## config.mk

```make
export PLATFORM = sky130hd
export DESIGN_NAME = note_scheduler
export DESIGN_NICKNAME = d
export VERILOG_FILES = /design/src/rtl/piano_pkg.sv /design/src/rtl/note_lut.sv /design/src/rtl/note_scheduler.sv
export SDC_FILE = /design/constraint.sdc
export NUM_CORES = 1
export LEC_CHECK = 0
export ABC_CLOCK_PERIOD_IN_PS = 10980
export BUFFER_PORTS_ARGS = -buffer_cell sky130_fd_sc_hd__buf_2
export CAP_MARGIN = 20
export CORE_ASPECT_RATIO = 0.6
export CORE_MARGIN = 1
export CORE_UTILIZATION = 35
export CTS_BUF_LIST = sky130_fd_sc_hd__clkbuf_16
export DETAILED_ROUTE_END_ITERATION = 7
export SLEW_MARGIN = 20
export SYNTH_ARGS = -nofsm -noshare
export SYNTH_HDL_FRONTEND = slang
export SYNTH_SLANG_ARGS = --single-unit
```

## constraint.sdc

```tcl
create_clock -name clk -period 10.98 [get_ports clk]
set_clock_uncertainty 0.2 [all_clocks]
set_input_delay 0.549 -clock clk [delete_from_list [all_inputs] [get_ports clk]]
set_output_delay 0.549 -clock clk [all_outputs]
set_load 0.05 [all_outputs]
```

## src/rtl/piano_pkg.sv

```systemverilog
// Shared keyboard-piano definitions: scan codes, note pitches and the
// half-period table for the square-wave tone divider.
package piano_pkg;

    localparam int     PERIOD_W = 26;
    localparam longint CLK_HZ   = 50_000_000;

    localparam logic [7:0] KC_A = 8'h1C;
    localparam logic [7:0] KC_W = 8'h1D;
    localparam logic [7:0] KC_S = 8'h1B;
    localparam logic [7:0] KC_E = 8'h24;
    localparam logic [7:0] KC_D = 8'h23;
    localparam logic [7:0] KC_F = 8'h2B;
    localparam logic [7:0] KC_T = 8'h2C;
    localparam logic [7:0] KC_G = 8'h34;
    localparam logic [7:0] KC_Y = 8'h35;
    localparam logic [7:0] KC_H = 8'h33;
    localparam logic [7:0] KC_U = 8'h3C;
    localparam logic [7:0] KC_J = 8'h3B;
    localparam logic [7:0] KC_K = 8'h42;

    typedef enum logic [1:0] {
        ST_IDLE,
        ST_SEARCH,
        ST_MODIFY,
        ST_UPDATE
    } state_t;

    // Pitches in millihertz; D4 and F4 sit a few mHz off concert pitch so the
    // rounded table matches the divider values already used on the board.
    localparam longint F_C4  = 261_626;
    localparam longint F_CS4 = 277_183;
    localparam longint F_D4  = 293_662;
    localparam longint F_DS4 = 311_127;
    localparam longint F_E4  = 329_628;
    localparam longint F_F4  = 349_226;
    localparam longint F_FS4 = 369_994;
    localparam longint F_G4  = 391_995;
    localparam longint F_GS4 = 415_305;
    localparam longint F_A4  = 440_000;
    localparam longint F_AS4 = 466_164;
    localparam longint F_B4  = 493_883;
    localparam longint F_C5  = 523_251;

    // round(CLK_HZ / (2*f)) with f in mHz, integer-only so it folds at elaboration
    function automatic logic [PERIOD_W-1:0] hp_from_mhz(input longint f_mhz);
        return PERIOD_W'((CLK_HZ * 1000 + f_mhz) / (2 * f_mhz));
    endfunction

    localparam logic [PERIOD_W-1:0] HP_C4  = hp_from_mhz(F_C4);
    localparam logic [PERIOD_W-1:0] HP_CS4 = hp_from_mhz(F_CS4);
    localparam logic [PERIOD_W-1:0] HP_D4  = hp_from_mhz(F_D4);
    localparam logic [PERIOD_W-1:0] HP_DS4 = hp_from_mhz(F_DS4);
    localparam logic [PERIOD_W-1:0] HP_E4  = hp_from_mhz(F_E4);
    localparam logic [PERIOD_W-1:0] HP_F4  = hp_from_mhz(F_F4);
    localparam logic [PERIOD_W-1:0] HP_FS4 = hp_from_mhz(F_FS4);
    localparam logic [PERIOD_W-1:0] HP_G4  = hp_from_mhz(F_G4);
    localparam logic [PERIOD_W-1:0] HP_GS4 = hp_from_mhz(F_GS4);
    localparam logic [PERIOD_W-1:0] HP_A4  = hp_from_mhz(F_A4);
    localparam logic [PERIOD_W-1:0] HP_AS4 = hp_from_mhz(F_AS4);
    localparam logic [PERIOD_W-1:0] HP_B4  = hp_from_mhz(F_B4);
    localparam logic [PERIOD_W-1:0] HP_C5  = hp_from_mhz(F_C5);

    // Zero marks an unmapped key; no real note has a zero half-period.
    function automatic logic [PERIOD_W-1:0] hp_of(input logic [7:0] code);
        logic [PERIOD_W-1:0] hp;
        case (code)
            KC_A:    hp = HP_C4;
            KC_W:    hp = HP_CS4;
            KC_S:    hp = HP_D4;
            KC_E:    hp = HP_DS4;
            KC_D:    hp = HP_E4;
            KC_F:    hp = HP_F4;
            KC_T:    hp = HP_FS4;
            KC_G:    hp = HP_G4;
            KC_Y:    hp = HP_GS4;
            KC_H:    hp = HP_A4;
            KC_U:    hp = HP_AS4;
            KC_J:    hp = HP_B4;
            KC_K:    hp = HP_C5;
            default: hp = '0;
        endcase
        return hp;
    endfunction

endpackage

```

## src/rtl/note_lut.sv

```systemverilog
// Combinational scan code -> half-period ROM; zero output means unmapped key.
module note_lut
    import piano_pkg::*;
(
    input  logic [7:0]          code,
    output logic [PERIOD_W-1:0] half_period
);

    always_comb begin
        half_period = hp_of(code);
    end

endmodule

```

## src/rtl/note_scheduler.sv

```systemverilog
// Last-note-priority scheduler: keeps a stack of held keys and drives the tone
// divider with the newest held key's half-period.
module note_scheduler
    import piano_pkg::*;
#(
    parameter  int DEPTH = 4,
    localparam int CNT_W = $clog2(DEPTH + 1),
    localparam int IDX_W = $clog2(DEPTH)
) (
    input  logic                clk,
    input  logic                rst_n,
    input  logic                key_valid,
    output logic                key_ready,
    input  logic [7:0]          key_code,
    input  logic                key_break,
    output logic [PERIOD_W-1:0] half_period,
    output logic                note_on,
    output logic                period_load,
    output logic [CNT_W-1:0]    held_count,
    output logic                overflow
);

    state_t              state;
    logic [7:0]          ev_code;
    logic                ev_break;
    logic                ev_mapped;
    logic                hit;
    logic [IDX_W-1:0]    hit_idx;

    // Entry 0 is the oldest key; valid entries are always contiguous from 0.
    logic [7:0]          stk_code [DEPTH];
    logic [DEPTH-1:0]    stk_vld;

    logic [7:0]          top_code;
    logic [7:0]          lut_code;
    logic [PERIOD_W-1:0] lut_hp;
    logic                cmp_hit;
    logic [IDX_W-1:0]    cmp_idx;

    assign key_ready = (state == ST_IDLE);

    // NOTE: every signal written in always_comb gets a default first, so no
    // path through the block can leave it unassigned and infer a latch.
    always_comb begin
        top_code = 8'h00;
        cmp_hit  = 1'b0;
        cmp_idx  = '0;
        for (int i = 0; i < DEPTH; i++) begin
            if (stk_vld[i]) begin
                top_code = stk_code[i];
            end
        end
        for (int i = DEPTH - 1; i >= 0; i--) begin
            if (stk_vld[i] && (stk_code[i] == ev_code)) begin
                cmp_hit = 1'b1;
                cmp_idx = IDX_W'(i);
            end
        end
    end

    // One ROM serves both the event lookup and the top-of-stack re-derivation.
    assign lut_code = (state == ST_UPDATE) ? top_code : ev_code;

    note_lut u_note_lut (
        .code        (lut_code),
        .half_period (lut_hp)
    );

    // NOTE: all state here uses non-blocking assignments so every register
    // samples pre-edge values; the shift loops below depend on that.
    always_ff @(posedge clk or negedge rst_n) begin
        if (!rst_n) begin
            state       <= ST_IDLE;
            ev_code     <= 8'h00;
            ev_break    <= 1'b0;
            ev_mapped   <= 1'b0;
            hit         <= 1'b0;
            hit_idx     <= '0;
            stk_vld     <= '0;
            // NOTE: the stack is tiny and its codes feed the compare, so it is
            // reset outright rather than relying on the valid bits alone.
            for (int i = 0; i < DEPTH; i++) begin
                stk_code[i] <= 8'h00;
            end
            half_period <= '0;
            note_on     <= 1'b0;
            period_load <= 1'b0;
            held_count  <= '0;
            overflow    <= 1'b0;
        end else begin
            period_load <= 1'b0;
            overflow    <= 1'b0;
            case (state)
                ST_IDLE: begin
                    if (key_valid) begin
                        ev_code  <= key_code;
                        ev_break <= key_break;
                        state    <= ST_SEARCH;
                    end
                end
                ST_SEARCH: begin
                    ev_mapped <= (lut_hp != '0);
                    hit       <= cmp_hit;
                    hit_idx   <= cmp_idx;
                    state     <= ST_MODIFY;
                end
                ST_MODIFY: begin
                    if (ev_mapped && !ev_break && !hit) begin
                        if (held_count != CNT_W'(DEPTH)) begin
                            for (int i = 0; i < DEPTH; i++) begin
                                if (CNT_W'(i) == held_count) begin
                                    stk_code[i] <= ev_code;
                                    stk_vld[i]  <= 1'b1;
                                end
                            end
                            held_count <= held_count + CNT_W'(1);
                        end else begin
                            for (int i = 0; i < DEPTH - 1; i++) begin
                                stk_code[i] <= stk_code[i + 1];
                            end
                            stk_code[DEPTH - 1] <= ev_code;
                            overflow            <= 1'b1;
                        end
                    end else if (ev_mapped && ev_break && hit) begin
                        for (int i = 0; i < DEPTH - 1; i++) begin
                            if (IDX_W'(i) >= hit_idx) begin
                                stk_code[i] <= stk_code[i + 1];
                                stk_vld[i]  <= stk_vld[i + 1];
                            end
                        end
                        stk_vld[DEPTH - 1] <= 1'b0;
                        held_count         <= held_count - CNT_W'(1);
                    end
                    state <= ST_UPDATE;
                end
                ST_UPDATE: begin
                    if (lut_hp != half_period) begin
                        half_period <= lut_hp;
                        period_load <= 1'b1;
                    end
                    note_on <= (held_count != '0);
                    state   <= ST_IDLE;
                end
                default: state <= ST_IDLE;
            endcase
        end
    end

endmodule

```

==> results.txt <==
Status: finished clean
Part of the power in registers: 30.0%
Post-synth EDFFs: 0
Num Clock Sinks: 74
Largest net degree at the start of global routing: 75
Post-place setup slack: 5.882 ns
Synth Cell Area: 5081 µm²
GP Congestion: 0.9874
Seq/Total Area, Yosys: 36.44%
Initial antenna violation count: 0
Global-route usage over all layers: 20.55%
Htree depth: 3
First-pass GRT wire length: 22830 µm
Initial cell density of the core: 36.52%
Clock power frac: 14.6%
Async S/R FF share, synth: 100.0%
Initial DRC Count: 429
PnR worst setup slack: 6.038 ns
First drt pass iteration count: 5
Net Sw Power: 0.001085 W
Port Buffer Count: 35
Post-CTS setup buffer count: 0
Pint: 0.0009904 W
Clock latency on the worst-skew pair: 0.35 ns
Num ports: 45
Root Buffer: clkbuf_16
Post-DP HPWL: 11050 µm
Final WL: 14550 µm
Core Area: 13910 µm²
Drt wl/cell: 18.80 µm
Final Hold Vio Count: 0
Top achievable clock speed: 0.2024 GHz
Finished Cell Area: 5649 µm²
Sw Share: 52.28%
Final setup fails: 0
Post-route ant nets: 0
CP max FO: 21
Pleak: 2.491 nW
Vias per cell: 5.642
Min Clock Period, post-route: 4.942 ns
Most common cell after layout, fill and taps aside: dfrtp_1
Distinct cell type count after synthesis: 78
Post-Syn Instances: 558
RSZ-0062 raised after global routing: no
Die area: 15020 µm²
Flops & latches, synth: 74
Worst-margin pin slew: 0.9453 ns
Period Utilization, post-route: 45.01%
Final-stage net count: 599
Post-synth top flop: dfrtp_1
Arr. time, crit path: 4.96 ns
Overflow after GRT: 0
Combinational group share of total power: 55.3%
CTS Buffer Depth: 2
Syn_area_per_cell: 9.106 µm²
Final number of max-transition violations: 0
Die height: 95.33 µm
CP endpoint kind: flip-flop
P per Cell Area: 367.4 nW/µm²
Clock transition at the registers of the reported paths: 0.06 ns
Yosys warnings: 0
Max-cap violations: 0
Cts bufs inserted: 9
P&R area growth vs syn: 11.18%
Die width: 157.6 µm
Vias post-DR: 4367
Critical path data required time: 11.00 ns
DRC viols: 0
Setup CP Type: reg2reg
Post-CTS sizing: 0
Number of antenna diodes: 0
Most frequent cells in the layout: 74 x dfrtp_1, 70 x a21oi_1, 50 x nand2_1
Placed Area: 5331 µm²
Fraction of layout cells with a size suffix above 1: 19.24%
Total chip power: 0.002075 W
Setup tns final: 0 ns
CTS tree: yes
Vias in the first global route: 3903
Worst slew margin: 36.98%
Worst hold path type: in2async
CP Launch Type: flip-flop
Row cnt: 33
CTS Hold Bufs: 0
VDD IR max: 178.0 µV
cells in the mapped netlist, drive strengths merged (3+ instances only):
| cell type | instances | area share, % |
|---|---|---|
| a211oi | 6 | 0.99 |
| and3 | 12 | 1.5 |
| a2111oi | 3 | 1.0 |
| mux2 | 26 | 6.1 |
| ha | 10 | 2.5 |
| o22ai | 5 | 0.74 |
| o22a | 4 | 0.74 |
| and2 | 7 | 0.86 |
| inv | 20 | 1.5 |
| o31ai | 5 | 0.74 |
| nand2 | 51 | 3.8 |
| nor2b | 4 | 0.49 |
| nor2 | 44 | 3.3 |
| a21oi | 70 | 6.9 |
| nor4 | 11 | 1.8 |
| o21ai | 23 | 2.3 |
| xor2 | 27 | 4.7 |
| dfrtp | 74 | 36 |
| a221oi | 3 | 0.52 |
| nor3 | 14 | 1.8 |
| buf | 21 | 3.0 |
| a22oi | 4 | 0.59 |
| nand3 | 9 | 0.99 |
| nand3b | 7 | 1.0 |
| a31oi | 6 | 0.74 |
| a32oi | 3 | 0.67 |
| mux2i | 6 | 1.2 |
| nand4 | 8 | 0.99 |
| xnor2 | 14 | 2.4 |
| o2111ai | 3 | 0.76 |
| clkbuf | 19 | 1.4 |
| or2 | 5 | 0.62 |
final cells by class:
cell class	count	area, µm²
fillers	1383	8265
clock buffers	9	225.2
well taps	192	240.2
inverters	20	75.07
repair buffers	40	219.0
flip-flops and latches	74	1852
clock inverters	7	73.82
multi-input cells	432	2964
final timing paths:
path | endpoint | slack (ns) | start | cells past startpoint
hold reg to reg | note_on | 0.36 | note_on | 2
setup / recovery | half_period[3] | 6.04 | stk_vld[2] | 12
setup reg to reg | half_period[3] | 6.04 | stk_vld[2] | 12
hold / removal | held_count[1] | 0.15 | rst_n | 1
min in group clk | state[1] | 0.22 | key_valid | 2
max in group asynchronous | stk_code[12] | 9.81 | rst_n | 1
worst max-delay path: stages, from the launching register on:
cell,delay [ns]
dfrtp_1,0.75
a21oi_1,0.08
a221oi_1,0.60
o22ai_1,0.19
buf_4,0.23
nor2_1,0.62
a22oi_1,0.23
or2_2,0.34
a21oi_1,0.15
o2111ai_1,0.17
o41ai_4,0.65
buf_6,0.24
mux2_2,0.35
state kept, by name, indices dropped and copies added (netlist names):
register / count
half_period: 17
hit_idx: 2
period_load: 1
note_on: 1
ev_code: 8
state: 2
stk_code: 32
stk_vld: 4
ev_break: 1
held_count: 3
overflow: 1
ev_mapped: 1
hit: 1
logic make-up (layout without fill, tap and decap cells):
| group | count (synthesis) | in the layout | synth area share (%) |
|---|---|---|---|
| mux | 32 | 32 | 7.314 |
| other cells | 1 | 9 | 0.07380 |
| buf+inv | 60 | 76 | 5.885 |
| simple gates | 184 | 184 | 19.63 |
| flops | 74 | 74 | 36.44 |
| xor+xnor | 41 | 41 | 7.067 |
| compound gates | 155 | 155 | 20.93 |
| fa+ha+maj | 11 | 11 | 2.659 |
layer usage:
metal,routed length [µm],up-vias,global-route usage (%)
met3,1541,11,6.636
met1,7669,2121,33.62
li1,-,2030,-
met4,125,0,4.612
met2,5214,205,24.26
met5,0,-,0
power groups by stage:
stage,sequential [W],combinational [W],clock [W]
floorplan,0.000593,0.000875,0
global placement,0.000612,0.00111,0
detailed placement,0.000616,0.00112,0
CTS,0.000612,0.00113,0.000307
global route,0.000637,0.00125,0.000320
finish,0.000624,0.00115,0.000304
per-stage QoR:
stage / std cells / hold slack (ns) / utilization [%]
after global routing: 774 / 0.2208 / 40.60
after global placement: 755 / 0.3263 / 38.23
after CTS: 772 / 0.1917 / 40.46
after detailed placement: 756 / 0.3368 / 38.31
final: 774 / 0.1536 / 40.60
after floorplan: 566 / 0.05341 / -
Note: power is estimated with default switching activity, not from simulation.
